<file path="config.mk">
export PLATFORM = sky130hd
export DESIGN_NAME = cobra_hex_display
export DESIGN_NICKNAME = d
export VERILOG_FILES = /design/src/rtl/cobra_disp_pkg.sv /design/src/rtl/hex7seg.sv /design/src/rtl/cobra_hex_display.sv
export SDC_FILE = /design/constraint.sdc
export NUM_CORES = 1
export LEC_CHECK = 0
export CORE_UTILIZATION = 45
export CTS_BUF_LIST = sky130_fd_sc_hd__clkbuf_8
export CTS_CLUSTER_SIZE = 8
export DETAILED_ROUTE_END_ITERATION = 7
export GPL_TIMING_DRIVEN = 0
export PLACE_DENSITY = 0.72
export RECOVER_POWER = 100
export SLEW_MARGIN = 15
export SYNTH_ARGS = -nofsm -noshare
export SYNTH_HDL_FRONTEND = slang
export SYNTH_HIERARCHICAL = 1
export SYNTH_SLANG_ARGS = --single-unit
</file>
<file path="constraint.sdc">
create_clock -name CLK -period 6.1 [get_ports CLK]
set_clock_uncertainty 0.1 [all_clocks]
set_input_delay 0.61 -clock CLK [delete_from_list [all_inputs] [get_ports CLK]]
set_output_delay 0.61 -clock CLK [all_outputs]
set_load 0.05 [all_outputs]
</file>
<file path="src/rtl/cobra_disp_pkg.sv">
// Shared types and constants for the Cobra hexadecimal display output stage.
package cobra_disp_pkg;

  // Per-slot phase: anodes held off during GUARD, one digit lit during DRIVE.
  typedef enum logic [0:0] {
    ST_GUARD = 1'b0,
    ST_DRIVE = 1'b1
  } disp_state_e;

  localparam logic [6:0] SEG_BLANK = 7'h7F;
  localparam logic [7:0] AN_OFF    = 8'hFF;

  // Active-low segments, bit6=g .. bit0=a, indexed by nibble value.
  localparam logic [6:0] HEX_SEG [16] = '{
    7'b1000000, 7'b1111001, 7'b0100100, 7'b0110000,
    7'b0011001, 7'b0010010, 7'b0000010, 7'b1111000,
    7'b0000000, 7'b0010000, 7'b0001000, 7'b0000011,
    7'b1000110, 7'b0100001, 7'b0000110, 7'b0001110
  };

endpackage

</file>
<file path="src/rtl/hex7seg.sv">
// Combinational nibble to active-low seven-segment decoder.
module hex7seg
  import cobra_disp_pkg::*;
(
  input  logic [3:0] nibble,
  output logic [6:0] seg
);

  // Table lookup of the segment pattern for the nibble.
  always_comb begin
    seg = HEX_SEG[nibble];
  end

endmodule

</file>
<file path="src/rtl/cobra_hex_display.sv">
// Cobra OUT-bus display driver: shadows the CPU output word and scans it onto an
// 8-digit multiplexed common-anode seven-segment display with guard blanking,
// leading-zero suppression and a fresh-value decimal point on digit 0.
module cobra_hex_display
  import cobra_disp_pkg::*;
#(
  parameter int unsigned SCAN_DIV      = 50000,
  parameter int unsigned GUARD         = 4,
  parameter bit          BLANK_LEADING = 1'b1
) (
  input  logic        CLK,
  input  logic        RST,
  input  logic [31:0] VALUE,
  input  logic        HOLD,
  output logic [7:0]  AN,
  output logic [6:0]  SEG,
  output logic        DP,
  output logic        UPD
);

  localparam int unsigned    CntW      = (SCAN_DIV > 1) ? $clog2(SCAN_DIV) : 1;
  localparam logic [CntW-1:0] CntLast   = CntW'(SCAN_DIV - 1);
  localparam logic [CntW-1:0] GuardLast = CntW'(GUARD - 1);

  disp_state_e     state_q, state_d;
  logic [CntW-1:0] cnt_q, cnt_d;
  logic [2:0]      idx_q, idx_d;
  logic [31:0]     shadow_q, shadow_d;
  logic            fresh_q, fresh_d;
  logic            started_q, started_d;

  logic [7:0]  an_d;
  logic [6:0]  seg_d;
  logic        dp_d;
  logic        capture;
  logic        slot_end;
  logic        scan_wrap;
  logic        lead_blank;
  logic [31:0] shifted;
  logic [6:0]  seg_dec;

  assign capture   = !HOLD && (VALUE != shadow_q);
  assign slot_end  = (cnt_q == CntLast);
  assign scan_wrap = slot_end && (idx_q == 3'd7);
  // Current digit lands in the low nibble; the rest are the more significant digits.
  assign shifted    = shadow_q >> {idx_q, 2'b00};
  assign lead_blank = BLANK_LEADING && (idx_q != 3'd0) && (shifted == 32'd0);

  hex7seg u_hex7seg (
    .nibble (shifted[3:0]),
    .seg    (seg_dec)
  );

  // Next-state for shadow capture, slot counter, digit index and guard/drive FSM.
  always_comb begin
    shadow_d = shadow_q;
    cnt_d    = cnt_q + 1'b1;
    idx_d    = idx_q;
    state_d  = state_q;
    if (capture) begin
      shadow_d = VALUE;
    end
    if (slot_end) begin
      cnt_d = '0;
      idx_d = idx_q + 3'd1;
    end
    unique case (state_q)
      ST_GUARD: if (cnt_q == GuardLast) state_d = ST_DRIVE;
      ST_DRIVE: if (slot_end) state_d = ST_GUARD;
      default:  state_d = ST_GUARD;
    endcase
  end

  // Fresh flag: armed on capture, survives one full scan that begins after it.
  always_comb begin
    fresh_d   = fresh_q;
    started_d = started_q;
    if (capture) begin
      fresh_d   = 1'b1;
      started_d = 1'b0;
    end else if (scan_wrap && fresh_q) begin
      if (started_q) begin
        fresh_d   = 1'b0;
        started_d = 1'b0;
      end else begin
        started_d = 1'b1;
      end
    end
  end

  // Output decode from the current state; registered below for glitch-free pins.
  always_comb begin
    an_d  = AN_OFF;
    seg_d = SEG_BLANK;
    dp_d  = 1'b1;
    if (state_q == ST_DRIVE && !lead_blank) begin
      an_d  = ~(8'h01 << idx_q);
      seg_d = seg_dec;
      dp_d  = !((idx_q == 3'd0) && fresh_q);
    end
  end

  // State and output registers with synchronous reset.
  always_ff @(posedge CLK) begin
    if (RST) begin
      shadow_q  <= '0;
      cnt_q     <= '0;
      idx_q     <= '0;
      state_q   <= ST_GUARD;
      fresh_q   <= 1'b0;
      started_q <= 1'b0;
      AN        <= AN_OFF;
      SEG       <= SEG_BLANK;
      DP        <= 1'b1;
      UPD       <= 1'b0;
    end else begin
      shadow_q  <= shadow_d;
      cnt_q     <= cnt_d;
      idx_q     <= idx_d;
      state_q   <= state_d;
      fresh_q   <= fresh_d;
      started_q <= started_d;
      AN        <= an_d;
      SEG       <= seg_d;
      DP        <= dp_d;
      UPD       <= capture;
    end
  end

endmodule

</file>
### After elaboration in Yosys (flattened, before gate mapping)

Memories as Yosys holds them, arrays and structs flattened. A register that Yosys moved wholly into a read port is not among the register bits.
Cells that the tools add are included.

| storage, ports and cells | value |
|---|---|
| register bits after elaboration | 64 |
| bits in latches | 0 |
| bits in writable memories | 0 |
| ROM bits | 112 |
| bits of input ports | 35 |
| output and inout bits | 17 |
| word-level logic and storage cells | 47 |
| memories | 1 |

| cells by class | value |
|---|---|
| $add $sub $neg | 2 |
| multipliers | 0 |
| div/mod/pow operators | 0 |
| order comparisons | 0 |
| equal/unequal tests | 4 |
| shifts and indexed selects | 2 |
| multiplexer cells | 7 |
| bitwise logic cells | 4 |
| reductions and logical operators | 18 |

Memories:

| memory | words | bits a word | read ports | clocked after Yosys merged registers in | write ports | RTL line | text |
|---|---|---|---|---|---|---|---|
| (name not given) | 16 | 7 | 1 | 1 | 0 | hex7seg.sv:11 | `seg = HEX_SEG[nibble];` |

Operator list:

| kind | number |
|---|---|
| $logic_not A32 Y1 | 1 |
| $ne A32 B32 Y1 | 1 |
| $shr A32 B5 Y32 | 1 |
| $add A16 B1 Y16 const B | 1 |
| $eq A16 B16 Y1 const B | 1 |
| $eq A16 B2 Y1 const B | 1 |
| $not A8 Y8 | 1 |
| $shl A1 B3 Y8 const A | 1 |
| $logic_and A1 B1 Y1 | 6 |
| $mux W1 | 6 |
| $reduce_or A2 Y1 | 3 |
| $not A4 Y5 | 1 |
| $reduce_bool A2 Y1 | 2 |
| $add A3 B1 Y3 const B | 1 |
| $eq A3 B3 Y1 const B | 1 |
| $logic_not A1 Y1 | 3 |
| $logic_not A3 Y1 | 1 |
| $reduce_bool A3 Y1 | 1 |
| $not A1 Y1 | 2 |
| $pmux W1 S2 | 1 |
| $reduce_and A2 Y1 | 1 |

### Logic depth before layout (Yosys ltp)

Gate-level depths: netlist (run 1).

| depth | value |
|---|---|
| depth after elaboration | 7 |
| gate-level depth with buffers | 12 |
| mapped depth without buffers | 10 |

### By module

Netlist (run 1), hierarchy kept.

Modules (own cells, without submodules):

| module | times used | cells an instance | area each (µm²) | sequential area each (µm²) |
|---|---|---|---|---|
| cobra_hex_display | 1 | 436 | 3980.1 | 1421.4 |
| hex7seg | 1 | 36 | 256.5 | 0.0 |

### Worst setup path before layout (run 1)

OpenSTA, ideal clock, no wires.

| timing | value |
|---|---|
| path kind | flip-flop to flip-flop |
| start | register idx_q[0] |
| end | register SEG[3] |
| setup time | 128 ps |
| arrival time | 2199 ps |
| required time | 5872 ps |
| path slack | 3673 ps |
| stages on the path, launching flop included | 12 |
| buffers on the path | 2 |
| clock period less this slack | 2427 ps |
| cells stage by stage | dfxtp_1 -> buf_2 -> buf_2 -> mux4_2 -> nor2_1 -> nor2_1 -> ha_1 -> or2_1 -> a21oi_1 -> a31oi_1 -> nor2_1 -> o21ai_1 |

| between the ends | value |
|---|---|
| word-level cells in the longest chain between the ends | 7 |
| elaborated cells between the ends (all ways) | 9 |
| those cells by class | shift: 1; bitwise: 2; reduce/logical: 6 |

RTL lines:

| element | RTL line | text |
|---|---|---|
| start: declaration | cobra_hex_display.sv:27 | `logic [2:0] idx_q, idx_d;` |
| start signal: assignment | cobra_hex_display.sv:119 | `idx_q <= idx_d;` |
| $shr A32 B5 Y32 * | cobra_hex_display.sv:46 | `assign shifted = shadow_q >> {idx_q, 2'b00};` |
| named net shifted[0] | cobra_hex_display.sv:39 | `logic [31:0] shifted;` |
| $logic_not A32 Y1 | cobra_hex_display.sv:47 | `assign lead_blank = BLANK_LEADING && (idx_q != 3'd0) && (shifted == 32'd0);` |
| $logic_and A1 B1 Y1 | cobra_hex_display.sv:47 |  |
| $logic_not A1 Y1 | cobra_hex_display.sv:96 | `if (state_q == ST_DRIVE && !lead_blank) begin` |
| $logic_and A1 B1 Y1 | cobra_hex_display.sv:96 |  |
| $not A1 Y1 (no source line) | -- |  |
| $reduce_or A2 Y1 (no source line) | -- |  |
| end: declaration | cobra_hex_display.sv:16 | `output logic [6:0] SEG,` |

Mark *: on every way through the listed nets, which the timed path passes. The rest lies on a longest branch.
A chain may end at the register's enable or synchronous reset.

### Final worst setup path (run 1)

| timing | value |
|---|---|
| start | register idx_q[1] |
| end | register SEG[3] |

Same word-level chain as after synthesis.

==> run summary, run 1 <==
Initial antenna violation count = 0
Worst hold path class = flop to flop
Number of synthesized flops with an enable pin = 0
Most used cell along the critical path = nor2_1
Dominant cell type by area after synthesis = dfxtp_1
First-pass GRT wire length = 17.77 mm
Async S/R FF share, synth = 0%
Number of diodes = 0
Post-synth top cells = dfxtp_1 (71), nand2b_1 (69), nor2_1 (54)
Final hold viol count = 0
Bufs and invs on worst path = 3
Iteration-0 DRC count of the detailed router = 288
Core box area = 9196 um2
Leakage = 1.769 nW
Slack of the worst reg-to-reg path = 2.74 ns
Mapped Area = 4237 um2
Postcts setup bufs = 0
Fillers = 860
Yosys warns = 6
Yosys reg bits = 71
Unrepaired setup endpoints after global routing = false
CP Depth = 12
Data arrival time of the critical path = 3.48 ns
Most common flop cell mapped by yosys = dfxtp_1
Final cell count without fillers = 649
Critical-path top delay cell = clkbuf_1
GRT Resource Usage Total = 23.55%
Worst Hold Launch = cnt_q[0]$_SDFF_PP0_
CP cell instances = clkbuf_1 -> clkbuf_1 -> mux4_2 -> nor2_1 -> nor2_1 -> inv_1 -> ha_1 -> nand2_1 -> a21oi_1 -> a31oi_1 -> nor2_1 -> o21ai_1
WP data required = 6.22 ns
Mean post-synth cell area = 8.976 um2
Via count = 3674
Worst skew pair latency = 0.35 ns
Final #Nets = 583
Htree depth = 3
Cells after Synth = 472
Critical path startpoint = idx_q[1]$_SDFFE_PP0N_
Setup violators final = 0
Residual DRC count = 0
Resize count post-CTS = 0
Largest net degree at the start of global routing = 13
Die height = 99.03 um
Status = finished clean
Worst slew margin = 27.25%
Share of cells above drive strength 1 = 6.506%
Initial core utilization = 46.07%
Peak supply drop = 0.09625 mV
Setup CP Type = flop to flop
Max Root-Sink Buffers = 2
Final period util = 55.02%
DR WL/cell = 16.78 um
DP Area = 4886 um2
Pre-Repair DR Iteration Count = 5
Synth top area cells = dfxtp_1 (34%), nand2b_1 (10%), xnor2_1 (9.3%)
Netlist cell types = 54
Setup TNS Final = 0 ns
R2r endpoint = SEG[3]$_SDFF_PP1_
Reg clk slew, reported paths = 0.07 ns
CP delay by family, top = buffers and inverters
Synthesis-to-layout area growth = 19.61%
GP Congestion = 0.9765
Remaining Overflow, GRT = 0
Sink Count = 71
Vias in the first global route = 3569
Syn nets = 521
Pwr dens = 216.1 nW/um2
Max-cap viol count = 0
Clk root buf = clkbuf_8
# hold bufs at CTS = 0
Final ANT Viol Nets = 0
PortBufs = 51
Cell area after layout = 5067 um2
CP Launch Type = flop
Ports = 52
Placed Cells incl. Taps = 634
Worst-path fanout max = 10
Critical Path Max Stage Delay = 0.50 ns
Worst-margin pin slew = 1.081 ns
Die W = 99.03 um
Total CTS buffers = 9
Sequential fraction of the synthesis area = 33.55%
CP endpoint kind = flop
Via density = 5.661
Cell with the most instances after synthesis = dfxtp_1
Reg2reg start = idx_q[1]$_SDFFE_PP0N_
Share of the synthesized area in the top cell type = 33.55%
# rows = 35
Slew Limit Fails = 0
Aggregate routed wire length = 10.89 mm
FF-to-FF path depth = 12
Fin crit period = 3.357 ns
Post-DP HPWL = 8.365 mm
CTS tree = yes
CP Capture Point = SEG[3]$_SDFF_PP1_
Max Fclk = 297.9 MHz
Die area = 9807 um2
[kinds of logic (layout without fill, tap and decap cells)]
kind of cell    after synthesis  after routing  share of synthesized area (%)
simple gates                204            204                          25.99
flops                        71             71                          33.55
compound gates               53             53                          8.771
xor+xnor                     47             47                          9.717
mux                          47             47                          13.85
buf+inv                      36            102                          3.987
fa+ha+maj                    14             14                          4.135
[worst register-to-register path, delay by kind of cell, from the launching register on]
family / cells / cell delay [ns]
compound gates: 3 / 0.29
fa+ha+maj: 1 / 0.32
flops: 1 / 0.45
buf+inv: 3 / 1.18
mux: 1 / 0.31
simple gates: 4 / 0.58
[power by group]
group,internal [mW],total [mW],leakage [nW],switching [mW]
Combinational,0.0852,0.168,1.08,0.0825
Sequential,0.481,0.509,0.581,0.0282
Clock,0.240,0.418,0.112,0.178
Total,0.806,1.09,1.77,0.289
[cells in the final DEF (no fill, tap or decap), drive strengths merged, types with 14 or more instances in the layout]
master / synthesis / routed
nor3: 15 / 15
clkdlybuf4s50: 0 / 32
nand4: 15 / 15
xnor2: 45 / 45
dlygate4sd3: 0 / 19
mux2i: 35 / 35
ha: 14 / 14
dfxtp: 71 / 71
o21ai: 15 / 15
clkbuf: 9 / 27
nand2b: 69 / 69
nor2: 54 / 54
nand2: 18 / 18
[worst min-delay path by stage]
stage	to	slack (ns)	cells past startpoint
4_1_cts	cnt_q[0]$_SDFF_PP0_	0.34	1
2_1_floorplan	DP$_SDFF_PP1_	0.29	1
5_1_grt	cnt_q[0]$_SDFF_PP0_	0.37	1
3_5_place_dp	DP$_SDFF_PP1_	0.33	1
3_3_place_gp	DP$_SDFF_PP1_	0.32	1
6_report	cnt_q[0]$_SDFF_PP0_	0.34	1
[sequential cells by signal, indices dropped and copies added (netlist names)]
name and flops:
AN 8, DP 1, SEG 7, UPD 1, cnt_q 16, fresh_q 1, idx_q 3, shadow_q 32
started_q 1, state_q 1
[per-stage QoR]
stage,hold slack [ns],utilization [%],total power [mW],setup WS [ns]
after floorplan,0.2950,-,0.6210,3.673
after global placement,0.3160,53.13,0.6846,3.274
after detailed placement,0.3253,53.13,0.6876,3.192
after CTS,0.3448,55.52,1.105,3.169
after global routing,0.3657,55.10,1.138,2.426
final,0.3419,55.10,1.095,2.743
[layout make-up]
| type | count | area [um2] | area share [%] |
|---|---|---|---|
| inverters | 12 | 45.04 | 0.8889 |
| clock buffers | 10 | 137.6 | 2.716 |
| plain buffers | 24 | 108.9 | 2.148 |
| flip-flops and latches | 71 | 1421 | 28.05 |
| well taps | 111 | 138.9 | 2.741 |
| repair buffers | 51 | 510.5 | 10.07 |
| multi-input cells | 365 | 2623 | 51.75 |
| clock inverters | 5 | 82.58 | 1.630 |
[per-layer routing]
layer  share of wire, %  global-route usage (%)  wire (um)
met5                  0                       0          0
met1                 45                   29.74       4922
met3                6.3                   4.184        681
met2                 46                   38.19       4984
met4                2.8                   12.86        304
Power figures use the tool's default switching activity.
==> run 2, diff against run 1 <==
==> constraint.sdc (replaced) <==
create_clock -name CLK -period 3.22 [get_ports CLK]
set_clock_uncertainty 0.1 [all_clocks]
set_input_delay 0.322 -clock CLK [delete_from_list [all_inputs] [get_ports CLK]]
set_output_delay 0.322 -clock CLK [all_outputs]
set_load 0.05 [all_outputs]
==> run summary, run 2 (synthesis results as in run 1) <==
Slew Limit Fails = 0 (unchanged)
Cell area after layout = 5072 um2 (about the same)
Worst hold path class = flop to flop
Clk root buf = clkbuf_8
Pwr dens = 409.4 nW/um2 (+89%)
Largest Register = shadow_q
Hold Slack = 0.3419 ns (-0.00001000 ns)
Share of cells above drive strength 1 = 7.063% (+0.56 points)
Final cell count without fillers = 649 (unchanged)
Iteration-0 DRC count of the detailed router = 281 (-2.4%)
Worst-margin pin slew = 1.079 ns (-0.002604 ns)
Leakage = 1.777 nW (+0.46%)
Worst Setup Slack, final = 0.2758 ns (-2.468 ns)
Final period util = 91.43% (+36 points)
DR WL/cell = 16.80 um (about the same)
Max layer used = met4
Fin crit period = 2.944 ns (-0.4123 ns)
Largest net degree at the start of global routing = 13 (unchanged)
Resize count post-CTS = 0 (unchanged)
Placed Cells incl. Taps = 634 (unchanged)
Setup violators final = 0 (unchanged)
GP Congestion = 0.9765 (unchanged)
Power, Total = 2.077 mW (+90%)
Max Root-Sink Buffers = 2 (unchanged)
Htree depth = 3 (unchanged)
M1 wire length = 5.001 mm (+1.6%)
PortBufs = 51 (unchanged)
Remaining Overflow, GRT = 0 (unchanged)
Max Fclk = 339.7 MHz (+14%)
Via density = 5.636 (-0.44%)
Final ANT Viol Nets = 0 (unchanged)
WP data required = 3.34 ns (-2.88 ns)
Sink Count = 71 (unchanged)
Met3 WL = 624 um (-8.4%)
Core box area = 9196 um2 (unchanged)
GRT Resource Usage Total = 23.55% (unchanged)
Die W = 99.03 um (unchanged)
Most common cell after layout, fill and taps aside = dfxtp_1
Total CTS buffers = 9 (unchanged)
Max-cap viol count = 0 (unchanged)
WL met2 = 4.967 mm (-0.34%)
First-pass GRT wire length = 17.77 mm (unchanged)
Max reg flops = 32 (unchanged)
Vias in the first global route = 3569 (unchanged)
Peak supply drop = 0.1827 mV (+90%)
CP Launch Type = flop
Aggregate routed wire length = 10.90 mm (about the same)
Data arrival time of the critical path = 3.07 ns (-0.41 ns)
Largest registers = shadow_q: 32 flops, cnt_q: 16 flops, AN: 8 flops
Worst skew pair latency = 0.35 ns (about the same)
DP Area = 4886 um2 (unchanged)
Via count = 3658 (-0.44%)
Final hold viol count = 0 (unchanged)
Setup CP Type = flop to flop
Setup TNS Final = 0 ns (unchanged)
Pre-Repair DR Iteration Count = 5 (unchanged)
Reg clk slew, reported paths = 0.08 ns (about the same)
Postcts setup bufs = 0 (unchanged)
# rows = 35 (unchanged)
Post-DP HPWL = 8.365 mm (unchanged)
Commonest cells after routing, fill and taps aside = dfxtp_1 (71), nand2b_1 (69), nor2_1 (54)
Worst slack at placement = 0.3123 ns (-2.880 ns)
CP endpoint kind = flop
# hold bufs at CTS = 0 (unchanged)
Ports = 52 (unchanged)
CTS tree = yes
Status = finished clean
Synthesis-to-layout area growth = 19.73% (about the same)
Initial core utilization = 46.07% (unchanged)
Unrepaired setup endpoints after global routing = false
Die height = 99.03 um (unchanged)
Die area = 9807 um2 (unchanged)
Final core utilization = 55.16% (about the same)
Final #Nets = 583 (unchanged)
Worst-path fanout max = 10 (unchanged)
Residual DRC count = 0 (unchanged)
Initial antenna violation count = 0 (unchanged)
Number of diodes = 0 (unchanged)
Worst slew margin = 27.43% (+0.18 points)
==> run 2: cell types whose count changed in the layout (fill, tap and decap cells not counted) <==
cell | previous run | this run
o21ai_1 | 7 | 9
nand2_1 | 18 | 17
clkbuf_1 | 17 | 15
clkbuf_2 | 0 | 1
nand2_2 | 0 | 1
buf_2 | 3 | 4
o21ai_0 | 8 | 6
==> run 2: path summary, 6_finish.rpt <==
path,endpoint,start,cells past startpoint,slack [ns]
max,SEG[3]$_SDFF_PP1_,idx_q[2]$_SDFFE_PP0N_,11,0.28
min reg2reg,cnt_q[0]$_SDFF_PP0_,cnt_q[0]$_SDFF_PP0_,1,0.34
max reg2reg,SEG[3]$_SDFF_PP1_,idx_q[2]$_SDFFE_PP0N_,11,0.28
min,cnt_q[0]$_SDFF_PP0_,cnt_q[0]$_SDFF_PP0_,1,0.34
==> run 2: routing by layer <==
layer	global-route usage, %	vias to the layer above
met1	29.74	1726
met5	0	-
met4	12.86	0
met2	38.19	130
met3	4.184	22
li1	-	1780
==> run 2: critical path, stage by stage (launching register included) <==
cell and delay (ns):
dfxtp_1 0.50, clkbuf_1 0.42, clkbuf_1 0.40, nor2_1 0.09, nor2_1 0.35, inv_1 0.18
ha_1 0.33, nand2_2 0.06, a21oi_1 0.13, a31oi_1 0.06, nor2_1 0.11, o21ai_1 0.07
==> run 2: report_power, final <==
part	internal (mW)	switching (mW)	leakage [nW]
Sequential	0.911	0.0535	0.581
Clock	0.454	0.339	0.112
Combinational	0.162	0.157	1.08
==> run 2: final cells by class <==
cell class                      instances  area [um2]
Fill cell                             857        4124
Multi-Input combinational cell        365        2625
Buffer                                 24       111.4
Tap cell                              111       138.9
Sequential cell                        71        1421
Clock inverter                          5       82.58
Timing Repair Buffer                   51       510.5
Inverter                               12       45.04
Clock buffer                           10       137.6
